File: config.mk
export PLATFORM = sky130hd
export DESIGN_NAME = ex_alu_seq
export DESIGN_NICKNAME = d
export VERILOG_FILES = /design/src/rtl/ex_alu_seq_pkg.sv /design/src/rtl/ex_alu_seq_muldiv.sv /design/src/rtl/ex_alu_seq.sv
export SDC_FILE = /design/constraint.sdc
export NUM_CORES = 2
export LEC_CHECK = 0
export CAP_MARGIN = 15
export CORE_ASPECT_RATIO = 1.5
export CORE_MARGIN = 10
export CORE_UTILIZATION = 64
export DETAILED_ROUTE_END_ITERATION = 10
export MAX_ROUTING_LAYER = met4
export PLACE_DENSITY = 0.95
export SLEW_MARGIN = 40
export SYNTH_ARGS = -nofsm -noshare
export SYNTH_HDL_FRONTEND = slang
export SYNTH_SLANG_ARGS = --single-unit
File: constraint.sdc
create_clock -name clk -period 9.1 [get_ports clk]
set_clock_uncertainty 0.05 [all_clocks]
set_input_delay 1.365 -clock clk [delete_from_list [all_inputs] [get_ports clk]]
set_output_delay 1.365 -clock clk [all_outputs]
set_load 0.05 [all_outputs]
File: src/rtl/ex_alu_seq_pkg.sv
// Shared ALU control codes, LEGv8 opcode constants and the ALUOp/opcode decoder
// used by the EX-stage ALU and its iterative multiply/divide unit.
package ex_alu_seq_pkg;

  typedef enum logic [3:0] {
    ALU_NONE, ALU_ADD, ALU_SUB, ALU_AND, ALU_OR, ALU_LSL, ALU_LSR,
    ALU_PASS, ALU_MUL, ALU_SDIV, ALU_UDIV
  } alu_op_e;

  typedef enum logic [1:0] {MD_MUL, MD_SDIV, MD_UDIV} md_op_e;

  typedef enum logic [1:0] {S_IDLE, S_MUL, S_DIV, S_DONE} state_e;

  localparam logic [10:0] OP_ADD  = 11'b10001011000;
  localparam logic [10:0] OP_ADDS = 11'b10101011000;
  localparam logic [10:0] OP_SUB  = 11'b11001011000;
  localparam logic [10:0] OP_SUBS = 11'b11101011000;
  localparam logic [10:0] OP_AND  = 11'b10001010000;
  localparam logic [10:0] OP_ANDS = 11'b11101010000;
  localparam logic [10:0] OP_ORR  = 11'b10101010000;
  localparam logic [10:0] OP_LSL  = 11'b11010011011;
  localparam logic [10:0] OP_LSR  = 11'b11010011010;
  localparam logic [10:0] OP_MUL  = 11'b10011011000;
  localparam logic [10:0] OP_DIV  = 11'b10011010110;

  // I-format opcodes are 10 bits; instruction bit 21 belongs to the immediate.
  localparam logic [9:0] OP_ADDI  = 10'b1001000100;
  localparam logic [9:0] OP_ADDIS = 10'b1011000100;
  localparam logic [9:0] OP_SUBI  = 10'b1101000100;
  localparam logic [9:0] OP_SUBIS = 10'b1111000100;
  localparam logic [9:0] OP_ANDI  = 10'b1001001000;
  localparam logic [9:0] OP_ANDIS = 10'b1111001000;
  localparam logic [9:0] OP_ORRI  = 10'b1011001000;

  localparam logic [5:0] SHAMT_SDIV = 6'b000010;
  localparam logic [5:0] SHAMT_UDIV = 6'b000011;

  function automatic alu_op_e decode(input logic [1:0] aluop, input logic [10:0] opc,
                                     input logic [5:0] shamt);
    alu_op_e    op;
    logic [9:0] opi;
    opi = opc[10:1];
    op  = ALU_NONE;
    case (aluop)
      2'b00: op = ALU_ADD;
      2'b01: op = ALU_PASS;
      2'b10: begin
        if (opc == OP_ADD || opc == OP_ADDS || opi == OP_ADDI || opi == OP_ADDIS)
          op = ALU_ADD;
        else if (opc == OP_SUB || opc == OP_SUBS || opi == OP_SUBI || opi == OP_SUBIS)
          op = ALU_SUB;
        else if (opc == OP_AND || opc == OP_ANDS || opi == OP_ANDI || opi == OP_ANDIS)
          op = ALU_AND;
        else if (opc == OP_ORR || opi == OP_ORRI)
          op = ALU_OR;
        else if (opc == OP_LSL)
          op = ALU_LSL;
        else if (opc == OP_LSR)
          op = ALU_LSR;
        else if (opc == OP_MUL)
          op = ALU_MUL;
        else if (opc == OP_DIV && shamt == SHAMT_SDIV)
          op = ALU_SDIV;
        else if (opc == OP_DIV && shamt == SHAMT_UDIV)
          op = ALU_UDIV;
      end
      default: op = ALU_NONE;
    endcase
    return op;
  endfunction

endpackage

File: src/rtl/ex_alu_seq_muldiv.sv
// Iterative shift-add multiplier / restoring divider, ITER_BITS bits per cycle.
// done pulses in the final iteration cycle, with res already holding the answer.
module ex_muldiv_iter
  import ex_alu_seq_pkg::*;
#(
  parameter int DATA_W    = 64,
  parameter int ITER_BITS = 1
) (
  input  logic              clk,
  input  logic              rst,
  input  logic              start,
  input  md_op_e            op,
  input  logic [DATA_W-1:0] a,
  input  logic [DATA_W-1:0] b,
  output logic              done,
  output logic [DATA_W-1:0] res
);

  localparam int NITER = DATA_W / ITER_BITS;
  localparam int CW    = $clog2(NITER);
  localparam logic [CW-1:0]   LAST  = CW'(NITER - 1);
  localparam logic [DATA_W-1:0] ONE = DATA_W'(1);

  logic              run;
  logic [CW-1:0]     cnt;
  logic              is_div, neg, bzero;
  logic [DATA_W-1:0] acc, mcand, mplier, quo, dvs;
  logic [DATA_W-1:0] acc_n, mcand_n, mplier_n, quo_n;
  logic [DATA_W:0]   rem, rem_n;

  function automatic logic [DATA_W-1:0] mag(input logic [DATA_W-1:0] x, input logic sgn);
    return (sgn && x[DATA_W-1]) ? (~x + ONE) : x;
  endfunction

  assign done = run && (cnt == LAST);

  always_ff @(posedge clk or posedge rst) begin
    if (rst) begin
      run <= 1'b0;
      cnt <= '0;
    end else if (start) begin
      run <= 1'b1;
      cnt <= '0;
    end else if (run) begin
      cnt <= cnt + CW'(1);
      if (done) run <= 1'b0;
    end
  end

  always_ff @(posedge clk) begin
    if (start) begin
      acc    <= '0;
      mcand  <= a;
      mplier <= b;
      rem    <= '0;
      quo    <= mag(a, op == MD_SDIV);
      dvs    <= mag(b, op == MD_SDIV);
      is_div <= (op != MD_MUL);
      neg    <= (op == MD_SDIV) && (a[DATA_W-1] ^ b[DATA_W-1]);
      bzero  <= (b == '0);
    end else if (run) begin
      acc    <= acc_n;
      mcand  <= mcand_n;
      mplier <= mplier_n;
      rem    <= rem_n;
      quo    <= quo_n;
    end
  end

  // Quotient register doubles as the dividend shifter: dividend bits leave at the
  // top while quotient bits enter at the bottom.
  always_comb begin
    acc_n    = acc;
    mcand_n  = mcand;
    mplier_n = mplier;
    rem_n    = rem;
    quo_n    = quo;
    for (int i = 0; i < ITER_BITS; i++) begin
      if (mplier_n[0]) acc_n = acc_n + mcand_n;
      mcand_n  = mcand_n << 1;
      mplier_n = mplier_n >> 1;
      rem_n    = {rem_n[DATA_W-1:0], quo_n[DATA_W-1]};
      quo_n    = quo_n << 1;
      if (rem_n >= {1'b0, dvs}) begin
        rem_n    = rem_n - {1'b0, dvs};
        quo_n[0] = 1'b1;
      end
    end
    if (!is_div)    res = acc_n;
    else if (bzero) res = '0;
    else if (neg)   res = ~quo_n + ONE;
    else            res = quo_n;
  end

endmodule

File: src/rtl/ex_alu_seq.sv
// EX-stage ALU: LEGv8 decode, single-cycle ALU with NZCV, multi-cycle MUL/DIV
// via ex_muldiv_iter, valid/ready on both sides and flush for branch squash.
module ex_alu_seq
  import ex_alu_seq_pkg::*;
#(
  parameter int DATA_W    = 64,
  parameter int ITER_BITS = 1
) (
  input  logic              clk,
  input  logic              rst,
  input  logic              flush,
  input  logic              in_valid,
  output logic              in_ready,
  input  logic [1:0]        ALUOp,
  input  logic [10:0]       opcode,
  input  logic [5:0]        shamt,
  input  logic [DATA_W-1:0] a,
  input  logic [DATA_W-1:0] b,
  output logic              out_valid,
  input  logic              out_ready,
  output logic [DATA_W-1:0] result,
  output logic [3:0]        flags,
  output logic              busy
);

  if ((DATA_W % 2) != 0 || DATA_W < 8 || !(ITER_BITS == 1 || ITER_BITS == 2)) begin : g_param_check
    $error("ex_alu_seq: DATA_W must be even and >= 8, ITER_BITS must be 1 or 2");
  end

  localparam int SH_W = $clog2(DATA_W);
  localparam logic [DATA_W:0] ONE_X = (DATA_W + 1)'(1);

  state_e                   state;
  alu_op_e                  op_dec;
  md_op_e                   md_op;
  logic                     accept, md_start, md_done;
  logic [DATA_W-1:0]        md_res;
  logic signed [DATA_W-1:0] alu_res;
  logic [DATA_W:0]          sum;
  logic                     c_flag, v_flag;

  function automatic logic [3:0] mk_flags(input logic [DATA_W-1:0] r, input logic c,
                                          input logic v);
    return {r[DATA_W-1], (r == '0), c, v};
  endfunction

  assign op_dec   = decode(ALUOp, opcode, shamt);
  assign in_ready = (state == S_IDLE) && (!out_valid || out_ready) && !flush;
  assign accept   = in_valid && in_ready;
  assign md_start = accept && (op_dec == ALU_MUL || op_dec == ALU_SDIV || op_dec == ALU_UDIV);

  always_comb begin
    md_op = MD_MUL;
    if (op_dec == ALU_SDIV)      md_op = MD_SDIV;
    else if (op_dec == ALU_UDIV) md_op = MD_UDIV;
  end

  // Single-cycle datapath; SUB is a + ~b + 1 so C reads as no-borrow.
  always_comb begin
    alu_res = '0;
    sum     = '0;
    c_flag  = 1'b0;
    v_flag  = 1'b0;
    case (op_dec)
      ALU_ADD: begin
        sum     = {1'b0, a} + {1'b0, b};
        alu_res = sum[DATA_W-1:0];
        c_flag  = sum[DATA_W];
        v_flag  = (a[DATA_W-1] == b[DATA_W-1]) && (alu_res[DATA_W-1] != a[DATA_W-1]);
      end
      ALU_SUB: begin
        sum     = {1'b0, a} + {1'b0, ~b} + ONE_X;
        alu_res = sum[DATA_W-1:0];
        c_flag  = sum[DATA_W];
        v_flag  = (a[DATA_W-1] != b[DATA_W-1]) && (alu_res[DATA_W-1] != a[DATA_W-1]);
      end
      ALU_AND:  alu_res = a & b;
      ALU_OR:   alu_res = a | b;
      ALU_LSL:  alu_res = a << b[SH_W-1:0];
      ALU_LSR:  alu_res = a >> b[SH_W-1:0];
      ALU_PASS: alu_res = b;
      default:  alu_res = '0;
    endcase
  end

  ex_muldiv_iter #(.DATA_W(DATA_W), .ITER_BITS(ITER_BITS)) u_muldiv (
    .clk   (clk),
    .rst   (rst),
    .start (md_start),
    .op    (md_op),
    .a     (a),
    .b     (b),
    .done  (md_done),
    .res   (md_res)
  );

  // Output register stage: loaded on single-cycle accept or in the final
  // iteration cycle; DONE is the one cycle the long result is presented before IDLE.
  always_ff @(posedge clk or posedge rst) begin
    if (rst) begin
      state     <= S_IDLE;
      out_valid <= 1'b0;
      result    <= '0;
      flags     <= '0;
      busy      <= 1'b0;
    end else if (flush) begin
      state     <= S_IDLE;
      out_valid <= 1'b0;
      busy      <= 1'b0;
    end else begin
      if (out_valid && out_ready) out_valid <= 1'b0;
      case (state)
        S_IDLE: begin
          if (accept) begin
            if (op_dec == ALU_MUL) begin
              state <= S_MUL;
              busy  <= 1'b1;
            end else if (op_dec == ALU_SDIV || op_dec == ALU_UDIV) begin
              state <= S_DIV;
              busy  <= 1'b1;
            end else begin
              result    <= alu_res;
              flags     <= mk_flags(alu_res, c_flag, v_flag);
              out_valid <= 1'b1;
            end
          end
        end
        S_MUL, S_DIV: begin
          if (md_done) begin
            result    <= md_res;
            flags     <= mk_flags(md_res, 1'b0, 1'b0);
            out_valid <= 1'b1;
            busy      <= 1'b0;
            state     <= S_DONE;
          end
        end
        S_DONE:  state <= S_IDLE;
        default: state <= S_IDLE;
      endcase
    end
  end

endmodule
==> metrics.txt, run 1 <==
halt point of the flow global routing (5_1_grt); dpl cell area 0.0541 mm²; first-pass GRT wire length 453 mm; YS warnings 0; post-CTS sizing 0; Ports 223; GR Overflow Total 603; cells after synthesis 6521; Log Error [ERROR GRT-0116] Global routing finished with congestion. Check the congestion regions in the DRC Viewer.; Final HPWL DP 186 mm; Synth Cell Area 0.0514 mm²; syn avg cell area 7.88 µm²; pre-CTS WS 1.32 ns; Core Rows 127; Seq/Total Area, Yosys 23.9%; top post-synthesis cells by area edfxtp_1 (15%), ha_1 (7.9%), o21ai_0 (5.9%); TritonCTS Buffers 48; Max H-tree Level 2; EDFF count, synth 259; Root Buffer clkbuf_16; CTS max path bufs 3; most common cell in the netlist nand2_1; Setup Buffers After CTS 0; Synth async-reset ratio 16.8%; ys flop type edfxtp_1; Yosys reg bits 465; Hold Buf Count CTS 0; Synth area leader edfxtp_1; status stopped before the end; largest net degree at the start of global routing 165; count of cell types in the netlist 104; post-synth top area share 15.1%; number of global-route vias before repair 64254; syn nets 7003; Die H 367 µm; list of most frequent post-synthesis cells nand2_1 (790), o21ai_0 (609), a21oi_1 (523), nor2_1 (485), clkbuf_1 (400); die width 251 µm; gp weighted congestion 1.54; starting density of the core 64.4%; IO buf count 222; total global-route track usage 66.4%; CTS Sinks 465
layer usage:
layer / GRT overflow / GRT usage [%]
met2: 296 / 77.8
met3: 53 / 56.9
met1: 55 / 64.4
met4: 199 / 62.2
met5: - / -
logic make-up after synthesis:
kind of cell / share of synthesized area, %
AOI/OAI and AO/OA: 27.3
xor gates and xnor gates: 5.54
adders and majority gates: 8.09
buffers and inverters: 5.99
DFF: 23.9
muxes: 10.6
and+or+nand+nor: 18.6
stage by stage:
step	hold slack (ns)	cells
4_1_cts	0.426	7506
3_3_place_gp	0.409	7415
3_5_place_dp	0.417	7416
2_1_floorplan	0.398	6521
==> run 2: changes to the inputs <==
- CORE_ASPECT_RATIO: 1.5 -> unset
- CORE_UTILIZATION: 64 -> 40
- MAX_ROUTING_LAYER: met4 -> unset
- PLACE_DENSITY: 0.95 -> unset
- PLACE_DENSITY_LB_ADDON: unset -> 0.15
==> run 2 against run 1 <==
Effect of this change: the flow now finishes without violations; synthesized cell count unchanged; area after synthesis unchanged.
==> metrics.txt, run 2 <==
share of layout cells above drive strength 1 10.4%; Slew @ Worst Pin 1.09 ns; Worst setup SP type flip-flop; vias per inst 6.76; YS warnings 0 (unchanged); unrepaired setup endpoints after global routing no; Core ar. 0.128 mm²; f_max 120 MHz; final design utilization 45.6%; count of cell types in the netlist 104 (unchanged); min-delay src result[0]; number of global-route vias before repair 51157; Synth async-reset ratio 16.8% (unchanged); DRC 0; Seq/Total Area, Yosys 23.9% (unchanged); largest net degree at the start of global routing 153; CTS max path bufs 3 (unchanged); logic gate share of total power 44.7%; Initial DRC Count 8022; Global Route met1 Usage 51.2%; critical path's slowest cell a221oi_1; setup TNS 0 ns; Hold Buf Count CTS 0 (unchanged); EDFF count, synth 259 (unchanged); die width 378 µm (+51%); CTS tree yes; NetSw 3.96 mW; most common cell in the netlist nand2_1; list of most frequent post-synthesis cells nand2_1 (790), o21ai_0 (609), a21oi_1 (523), nor2_1 (485), clkbuf_1 (400); Max H-tree Level 2 (unchanged); Tot Pwr 8.90 mW; post-synth top area share 15.1% (unchanged); commonest non-fill, non-tap cell in the layout nand2_1; reg2reg end flags[2]; gr busiest metal met2; Hold Crit Endpoint result[0]; DR WL/cell 35.2 µm; Fin. Hold Viols 0; total global-route track usage 39.0%; IO buf count 222 (unchanged); starting density of the core 40.3% (-24 points); DRT Pass-1 Iters 7; Final ANT Viol Nets 0; synthesis-to-layout area growth 13.2%; nets@finish 7067; Core Rows 131 (+3.1%); status finished clean; Worst R2R Path Depth 29; GR Overflow Total 0; Worst Path Max Fanout 18; Max Slew Vio Count 0; die area 0.143 mm²; Seq pwr share 27.8%; Placed Cells 8186 (+10%); cells after synthesis 6521 (unchanged); Crit Path Class flip-flop to flip-flop; syn avg cell area 7.88 µm² (unchanged); final cycle utilization of the critical path 91.7%; top post-synthesis cells by area edfxtp_1 (15%), ha_1 (7.9%), o21ai_0 (5.9%); reg2reg start u_muldiv.dvs[40]; Clock power frac 27.5%; Max VDD drop 0.000158 V; CTS Sinks 465 (unchanged); Lkg Pwr 23.0 nW; minimum hold slack 0.424 ns; pwr/cell area 153 mW/mm²; post-route insts no fill 8307; via count 56189; Setup Buffers After CTS 0 (unchanged); Worst R2R Setup Slack 0.75 ns; gp weighted congestion 1.11 (-28%); Die H 378 µm (+3.1%); Ports 223 (unchanged); Switching Share 44.5%; GR met2 Demand/Resource 55.9%; Hold Path Depth 2; maxcap violations 0; Yosys reg bits 465 (unchanged); Crit path required time 9.71 ns; Max-slew headroom 26.7%; ys flop type edfxtp_1; WL final 293 mm; initial antenna violation count 30; Synth area leader edfxtp_1; post-CTS sizing 0 (unchanged); P_int 4.94 mW; Synth Cell Area 0.0514 mm² (unchanged); clock transition at the registers of the reported paths 0.06 ns; fin crit period 8.35 ns; Max stage delay on crit path 0.68 ns; Final HPWL DP 233 mm (+25%); syn nets 7003 (unchanged); Setup violations, final 0; commonest non-fill, non-tap cells in the layout nand2_1 (787), o21ai_0 (593), a21oi_1 (521); TritonCTS Buffers 57 (+19%); first-pass GRT wire length 402 mm; Root Buffer clkbuf_16; WP data arrival 8.95 ns; Setup crit end kind flip-flop; class of the worst hold path flip-flop to flip-flop; Clock Latency Late Sink 0.73 ns; GR Util met3 10.5%
[run 2: worst max path at each step]
stage | cells after the start | slack [ns] | to | startpoint
4_1_cts | 28 | 1.15 | flags[2] | u_muldiv.dvs[59]
2_1_floorplan | 9 | 0.95 | u_muldiv.mcand[0] | shamt[3]
6_report | 29 | 0.75 | flags[2] | u_muldiv.dvs[40]
5_1_grt | 26 | 0.74 | flags[2] | u_muldiv.dvs[44]
3_5_place_dp | 18 | 0.82 | flags[2] | a[2]
3_3_place_gp | 18 | 0.92 | flags[2] | a[2]
[run 2: worst max-delay path: cells and delay by family (launching register included)]
kind,cells,cell delay (ns)
AOI/OAI and AO/OA,3,0.93
xor gates and xnor gates,1,0.17
adders and majority gates,2,0.74
buffers and inverters,7,1.29
DFF,1,0.32
and+or+nand+nor,16,4.73
[run 2: layout make-up]
type | count | area [µm²]
fill | 12998 | 69500
inverter | 323 | 1220
clock inverter | 29 | 280
antenna | 11 | 27.5
tap | 1662 | 2080
clock buffer | 79 | 1680
sequential | 465 | 12300
multi-input combinational | 5256 | 36300
timing repair buffer | 482 | 4300
[run 2: cell families (layout without fill, tap and decap cells)]
logic type / Yosys count / in the layout / synth area share, %
buffers and inverters: 800 / 913 / 5.99
XOR/XNOR: 325 / 325 / 5.54
adder cells (fa/ha/maj): 330 / 330 / 8.09
AO/OA/AOI/OAI: 2167 / 2167 / 27.3
AND/OR/NAND/NOR: 2067 / 2067 / 18.6
flip-flops: 465 / 465 / 23.9
other: 0 / 11 / 0
multiplexers: 367 / 367 / 10.6
[run 2: power groups by stage]
stage,Combinational (mW),Sequential [mW],Clock [mW]
6_report,3.98,2.48,2.44
5_1_grt,4.07,2.50,2.56
4_1_cts,3.80,2.48,2.48
3_5_place_dp,3.78,2.52,0
3_3_place_gp,3.78,2.52,0
2_1_floorplan,1.59,2.97,0
[run 2: metrics by stage]
| step | cell area [µm²] | setup WS [ns] |
|---|---|---|
| after floorplan | 51400 | 0.953 |
| after global placement | 56000 | 0.916 |
| after detailed placement | 56100 | 0.815 |
| after CTS | 58100 | 1.15 |
| after global routing | 58200 | 0.742 |
| final | 58200 | 0.755 |
[run 2: routing by layer]
layer  share of wire [%]  routed length, µm  vias up
met4                 8.2              23900       26
met1                  40             118000    27528
met5               0.063                184        -
li1                    -                  -    24402
met2                  40             118000     3507
met3                  11              32500      726
No activity file was read; power rests on OpenSTA's default activity.
